$ cat src/rtl/qed_dup_issue.sv
// SQED duplicating issue stage: passes originals through while buffering them,
// then replays the buffer as register/memory-remapped duplicates and tracks retirement.
module qed_dup_issue #(
  parameter int unsigned DEPTH = 8,
  parameter int unsigned CNT_W = $clog2(DEPTH) + 2
) (
  input  logic             clk,
  input  logic             rst,
  input  logic             ena,
  input  logic [31:0]      ifu_qed_instruction,
  input  logic             exec_dup,
  input  logic             stall,
  input  logic             commit,
  output logic [31:0]      qed_ifu_instruction,
  output logic             qed_vld_out,
  output logic             qed_exec_dup,
  output logic [CNT_W-1:0] orig_cnt,
  output logic [CNT_W-1:0] dup_cnt,
  output logic             qed_check_valid
);

  localparam int unsigned AW   = $clog2(DEPTH);
  localparam int unsigned PW   = AW + 1;
  localparam int unsigned CCW  = CNT_W + 1;
  localparam logic [31:0] NOP  = 32'h0000_007F;
  localparam logic [6:0]  OP_NOP = 7'b1111111;

  typedef enum logic [1:0] {
    S_ORIG = 2'd0,
    S_DUP  = 2'd1,
    S_DONE = 2'd2
  } state_e;

  state_e             state_q, state_d;
  logic [31:0]        mem_q [DEPTH];
  logic [PW-1:0]      wr_ptr_q, wr_ptr_d;
  logic [PW-1:0]      rd_ptr_q, rd_ptr_d;
  logic [CNT_W-1:0]   orig_cnt_q, orig_cnt_d;
  logic [CNT_W-1:0]   dup_cnt_q, dup_cnt_d;
  logic [CCW-1:0]     cmt_cnt_q, cmt_cnt_d;
  logic               chk_vld_q, chk_vld_d;

  logic               fifo_empty, fifo_full, issue, push;
  logic [31:0]        head, out_instr;

  // Remap nonzero register fields into x16-x31; memory ops move to the upper half.
  function automatic logic [31:0] remap(input logic [31:0] ins);
    logic [31:0] r;
    logic        f_rd, f_rs1, f_rs2, f_mem;
    r     = ins;
    f_rd  = 1'b0;
    f_rs1 = 1'b0;
    f_rs2 = 1'b0;
    f_mem = 1'b0;
    case (ins[6:0])
      7'b0110011: begin f_rd = 1'b1; f_rs1 = 1'b1; f_rs2 = 1'b1; end
      7'b0010011, 7'b0001111, 7'b1110011, 7'b1100111: begin
        f_rd = 1'b1; f_rs1 = 1'b1;
      end
      7'b0000011: begin f_rd = 1'b1; f_rs1 = 1'b1; f_mem = 1'b1; end
      7'b0100011: begin f_rs1 = 1'b1; f_rs2 = 1'b1; f_mem = 1'b1; end
      7'b1100011: begin f_rs1 = 1'b1; f_rs2 = 1'b1; end
      7'b0110111, 7'b0010111, 7'b1101111: f_rd = 1'b1;
      default: ;
    endcase
    if (f_rd  && (ins[11:7]  != 5'd0)) r[11] = 1'b1;
    if (f_rs1 && (ins[19:15] != 5'd0)) r[19] = 1'b1;
    if (f_rs2 && (ins[24:20] != 5'd0)) r[24] = 1'b1;
    if (f_mem) r[30] = 1'b1;
    return r;
  endfunction

  // Extra pointer bit separates full from empty when the indices coincide.
  assign fifo_empty = (wr_ptr_q == rd_ptr_q);
  assign fifo_full  = (wr_ptr_q[AW] != rd_ptr_q[AW]) &&
                      (wr_ptr_q[AW-1:0] == rd_ptr_q[AW-1:0]);
  assign head       = mem_q[rd_ptr_q[AW-1:0]];
  assign issue      = ena && !stall;

  always_comb begin
    state_d    = state_q;
    wr_ptr_d   = wr_ptr_q;
    rd_ptr_d   = rd_ptr_q;
    orig_cnt_d = orig_cnt_q;
    dup_cnt_d  = dup_cnt_q;
    cmt_cnt_d  = cmt_cnt_q;
    chk_vld_d  = chk_vld_q;
    push       = 1'b0;
    out_instr  = ifu_qed_instruction;

    if (ena) begin
      case (state_q)
        S_ORIG: begin
          if (fifo_full) begin
            out_instr = NOP;
          end else if (issue && (ifu_qed_instruction[6:0] != OP_NOP)) begin
            push       = 1'b1;
            wr_ptr_d   = wr_ptr_q + PW'(1);
            orig_cnt_d = orig_cnt_q + CNT_W'(1);
          end
          if (exec_dup && !fifo_empty) state_d = S_DUP;
        end
        S_DUP: begin
          out_instr = remap(head);
          if (issue) begin
            rd_ptr_d  = rd_ptr_q + PW'(1);
            dup_cnt_d = dup_cnt_q + CNT_W'(1);
            if ((rd_ptr_q + PW'(1)) == wr_ptr_q) state_d = S_DONE;
          end
        end
        S_DONE: out_instr = NOP;
        default: begin
          out_instr = NOP;
          state_d   = S_ORIG;
        end
      endcase
    end

    // Retirements are counted regardless of enable or state.
    if (commit && (cmt_cnt_q != {CCW{1'b1}})) cmt_cnt_d = cmt_cnt_q + CCW'(1);

    if ((state_q == S_DONE) && (cmt_cnt_q == {orig_cnt_q, 1'b0})) chk_vld_d = 1'b1;
  end

  always_ff @(posedge clk) begin
    if (rst) begin
      state_q    <= S_ORIG;
      wr_ptr_q   <= '0;
      rd_ptr_q   <= '0;
      orig_cnt_q <= '0;
      dup_cnt_q  <= '0;
      cmt_cnt_q  <= '0;
      chk_vld_q  <= 1'b0;
    end else begin
      state_q    <= state_d;
      wr_ptr_q   <= wr_ptr_d;
      rd_ptr_q   <= rd_ptr_d;
      orig_cnt_q <= orig_cnt_d;
      dup_cnt_q  <= dup_cnt_d;
      cmt_cnt_q  <= cmt_cnt_d;
      chk_vld_q  <= chk_vld_d;
    end
  end

  // Buffer storage needs no reset; pointers define validity.
  always_ff @(posedge clk) begin
    if (push && !rst) mem_q[wr_ptr_q[AW-1:0]] <= ifu_qed_instruction;
  end

  assign qed_ifu_instruction = rst ? NOP : out_instr;
  assign qed_vld_out         = !rst && (out_instr[6:0] != OP_NOP);
  assign qed_exec_dup        = (state_q != S_ORIG);
  assign orig_cnt            = orig_cnt_q;
  assign dup_cnt             = dup_cnt_q;
  assign qed_check_valid     = chk_vld_q;

endmodule

$ cat config.mk
export PLATFORM = sky130hd
export DESIGN_NAME = qed_dup_issue
export DESIGN_NICKNAME = d
export VERILOG_FILES = /design/src/rtl/qed_dup_issue.sv
export SDC_FILE = /design/constraint.sdc
export NUM_CORES = 1
export LEC_CHECK = 0
export BUFFER_PORTS_ARGS = -buffer_cell sky130_fd_sc_hd__buf_4
export CORE_ASPECT_RATIO = 1.1
export CORE_MARGIN = 2
export CORE_UTILIZATION = 55
export CTS_BUF_LIST = sky130_fd_sc_hd__clkbuf_4
export CTS_CLUSTER_SIZE = 12
export DETAILED_ROUTE_END_ITERATION = 8
export GPL_TIMING_DRIVEN = 0
export PLACE_DENSITY = 0.74
export SYNTH_ARGS = -nofsm -noshare
export SYNTH_HDL_FRONTEND = slang
export SYNTH_SLANG_ARGS = --single-unit
$ cat constraint.sdc
create_clock -name clk -period 6.55 [get_ports clk]
set_input_delay 1.31 -clock clk [delete_from_list [all_inputs] [get_ports clk]]
set_output_delay 1.31 -clock clk [all_outputs]
set_load 0.01 [all_outputs]
==> summary.txt <==
STA
  – Pin slew with the least headroom to its limit: 0.987 ns
  – Final Max Tran Viols: 0
  – WHS: 0.515 ns
  – Tcrit/Tclk final: 78.7%
  – Fmax: 194 MHz
  – RSZ-0062 raised after global routing: no
  – Slew margin rel.: 33.8%
  – Final min period: 5.15 ns
  – Setup violators final: 0
  – Clk_skew: 0.0449 ns
  – Fin worst setup slack: 1.40 ns
  – Final hold violation count: 0

Yosys
  – Async SR Flop Fraction: 0%
  – Synth cell count leaders: edfxtp_1 (256), nor2_1 (72), mux4_2 (51)
  – Post-Syn Instances: 709
  – Syn_area_per_cell: 16.8 sq um
  – Post-synth top area cell: edfxtp_1
  – Sequential area share after synthesis: 69.5%
  – Ys flop type: edfxtp_1
  – Number of synthesized flops with an enable pin: 256
  – Ys Warns: 0
  – Synth top area share: 64.5%
  – Synth Register Bits: 286
  – Cell area after synthesis: 0.0119 sq mm
  – Most frequent cell after synthesis: edfxtp_1
  – Top cells by area, synth: edfxtp_1 (65%), mux4_2 (9.6%), dfxtp_1 (5.0%)
  – Syn nets: 752
  – Distinct cells, synth: 61

Critical path
  – CP Buf/Inv Count: 6
  – Crit Path Class: register to output pin
  – CP delay by family, top: buffers and inverters
  – Reg2Reg Launch Point: wr_ptr_q[2]
  – Worst reg2reg endpoint: mem_q[1][28]
  – Most frequent CP cell: buf_6
  – Worst path max stage delay: 0.49 ns
  – Worst-case reg-to-reg path depth: 9
  – Critical-path top delay cell: a311oi_1
  – Critical-path cell list: buf_2 -> buf_6 -> buf_6 -> buf_6 -> buf_4 -> nand3_1 -> o21ai_1 -> nor3b_1 -> nand4b_1 -> a311oi_1 -> buf_4
  – Setup crit end: qed_ifu_instruction[24]
  – Critical Path Stages: 11
  – Largest fanout on the critical path: 10
  – CP Capture Type: output pin
  – R2r setup slk: 3.02 ns
  – WP data required: 5.24 ns
  – Worst Path Arrival: 3.84 ns
  – Critical Path Start Type: register

Clock network
  – Register clock-pin slew on the reported worst setup and hold paths: 0.06 ns
  – Htree depth: 3
  – CTS Buf Count: 71
  – Clock Tree Buf Depth: 3
  – Post-CTS Resized: 0
  – CTS sink count: 286
  – Root Driver: clkbuf_4
  – Worst-Skew Late Latency: 0.69 ns
  – CTS tree: yes
  – # Post-CTS Setup Buffers: 0
  – CTS Hold Bufs: 0

Global routing
  – Vias in the first global route: 7,353
  – First-pass GRT wire length: 40,200 microns
  – Antenna violations before repair: 1
  – Grt total ovfl: 0
  – Largest net degree at the start of global routing: 26
  – Aggregate global-route resource usage: 24.1%

Power
  – Static leakage: 4.71 nW
  – Worst IR Drop VDD: 121 uV
  – Pwr/cell area: 257 mW/mm^2

Cells and area
  – Post-route insts no fill: 1,210
  – Final #Nets: 918
  – Area Growth Syn to Fin: 17.4%
  – Final Util: 65.7%
  – Post-route cell area: 0.0140 sq mm
  – Fraction of layout cells with a size suffix above 1: 32.0%
  – Fillers: 1,498

Status
  – Status: completed

Placed design
  – DP HPWL: 17,700 microns
  – GP Congestion: 0.881
  – Placed instance area: 0.0131 sq mm
  – Post-place setup slack: 1.92 ns
  – I/O Buffers: 80
  – Inst Count DP: 1,092

Detailed routing
  – Drt pass-1 iters: 5
  – Routed WL: 27,100 microns
  – Post-route ant nets: 0
  – Vias/cell: 5.90
  – Vias: 7,142
  – DR DRC count: 0
  – Wire per inst: 22.4 microns
  – Initial DRC Count: 592

Run
  – Max-Cap Viols: 0

Worst hold path
  – HP Class: register to register

Floorplanning
  – Io pins: 83
  – Die area: 0.0229 sq mm
  – Effective utilization at floorplan: 56.0%
  – Die height: 158 microns
  – Core Area: 0.0213 sq mm
  – Die X: 144 microns
  – Cell Rows: 56
[metrics by stage]
stage               TNS, ns  power [mW]
finish                    0        3.60
global route              0        3.74
CTS                       0        3.63
detailed placement        0        2.22
global placement     -54.40        2.21
floorplan                 0        2.13
[state kept, by name (all words and copies together) (netlist names), named ones only]
signal and count:
state_q 2, orig_cnt 5, dup_cnt 5, wr_ptr_q 4, rd_ptr_q 4, cmt_cnt_q 6
qed_check_valid 1, mem_q 256
[cells by family (layout without fill, tap and decap cells)]
family | Yosys count | after routing | share of synthesized area (%)
AOI/OAI and AO/OA | 84 | 84 | 5.17
xor gates and xnor gates | 31 | 31 | 2.28
adders and majority gates | 5 | 5 | 0.525
buffers and inverters | 41 | 251 | 1.94
DFF | 286 | 286 | 69.5
muxes | 102 | 102 | 14.1
other | 0 | 1 | 0
and+or+nand+nor | 160 | 160 | 6.43
[cells in the final DEF, fill, tap and decap left out, types with 6 or more instances in the layout]
master,netlist,final
nor2_1,72,66
nand2b_1,10,10
clkbuf_4,0,102
nor2_4,0,6
nand2_1,27,27
nand4_1,10,10
edfxtp_1,256,256
buf_2,10,10
mux4_2,51,51
mux2i_1,38,38
xnor2_1,7,7
dfxtp_1,30,30
buf_12,0,6
clkinv_1,0,10
mux2_1,6,6
nor2b_1,11,11
buf_4,3,83
a22oi_1,9,9
a21oi_1,24,24
o21ai_0,6,6
buf_6,7,12
a221oi_1,9,9
clkbuf_1,17,17
xor2_1,24,24
[tightest hold or removal path, delay by kind of cell (launching register included)]
kind,cells,cell delay (ns)
DFF,1,0.35
and+or+nand+nor,1,0.08
AOI/OAI and AO/OA,1,0.05
[area by class of cell]
| class | count | area, sq um | area share (%) |
|---|---|---|---|
| Antenna cell | 1 | 2.50 | 0.0179 |
| Multi-Input combinational cell | 382 | 3450 | 24.7 |
| Timing Repair Buffer | 93 | 807 | 5.77 |
| Buffer | 38 | 220 | 1.57 |
| Sequential cell | 286 | 8290 | 59.2 |
| Clock buffer | 102 | 766 | 5.47 |
| Clock inverter | 15 | 85.1 | 0.608 |
| Tap cell | 290 | 363 | 2.59 |
| Inverter | 3 | 11.3 | 0.0805 |
[power breakdown]
part           switching (mW)  internal (mW)  leakage [nW]
Clock                   0.663          0.749         0.515
Sequential            0.00807           2.00          2.55
Combinational           0.103         0.0735          1.65
Total                   0.774           2.82          4.71
[worst min path at each step]
| stage | cells after the start | end | from |
|---|---|---|---|
| 2_1_floorplan | 2 | state_q[1] | state_q[1] |
| 3_3_place_gp | 2 | qed_check_valid | qed_check_valid |
| 3_5_place_dp | 2 | qed_check_valid | qed_check_valid |
| 4_1_cts | 2 | qed_check_valid | qed_check_valid |
| 5_1_grt | 2 | orig_cnt[1] | orig_cnt[1] |
| 6_report | 2 | qed_check_valid | qed_check_valid |
[layer usage]
layer  global-route usage, %  wire length [microns]
met5                       0                      0
met4                    11.3                    763
met3                    5.62                   2250
met2                    40.0                  13800
met1                    30.3                  10200
No activity file was read; power rests on OpenSTA's default activity.
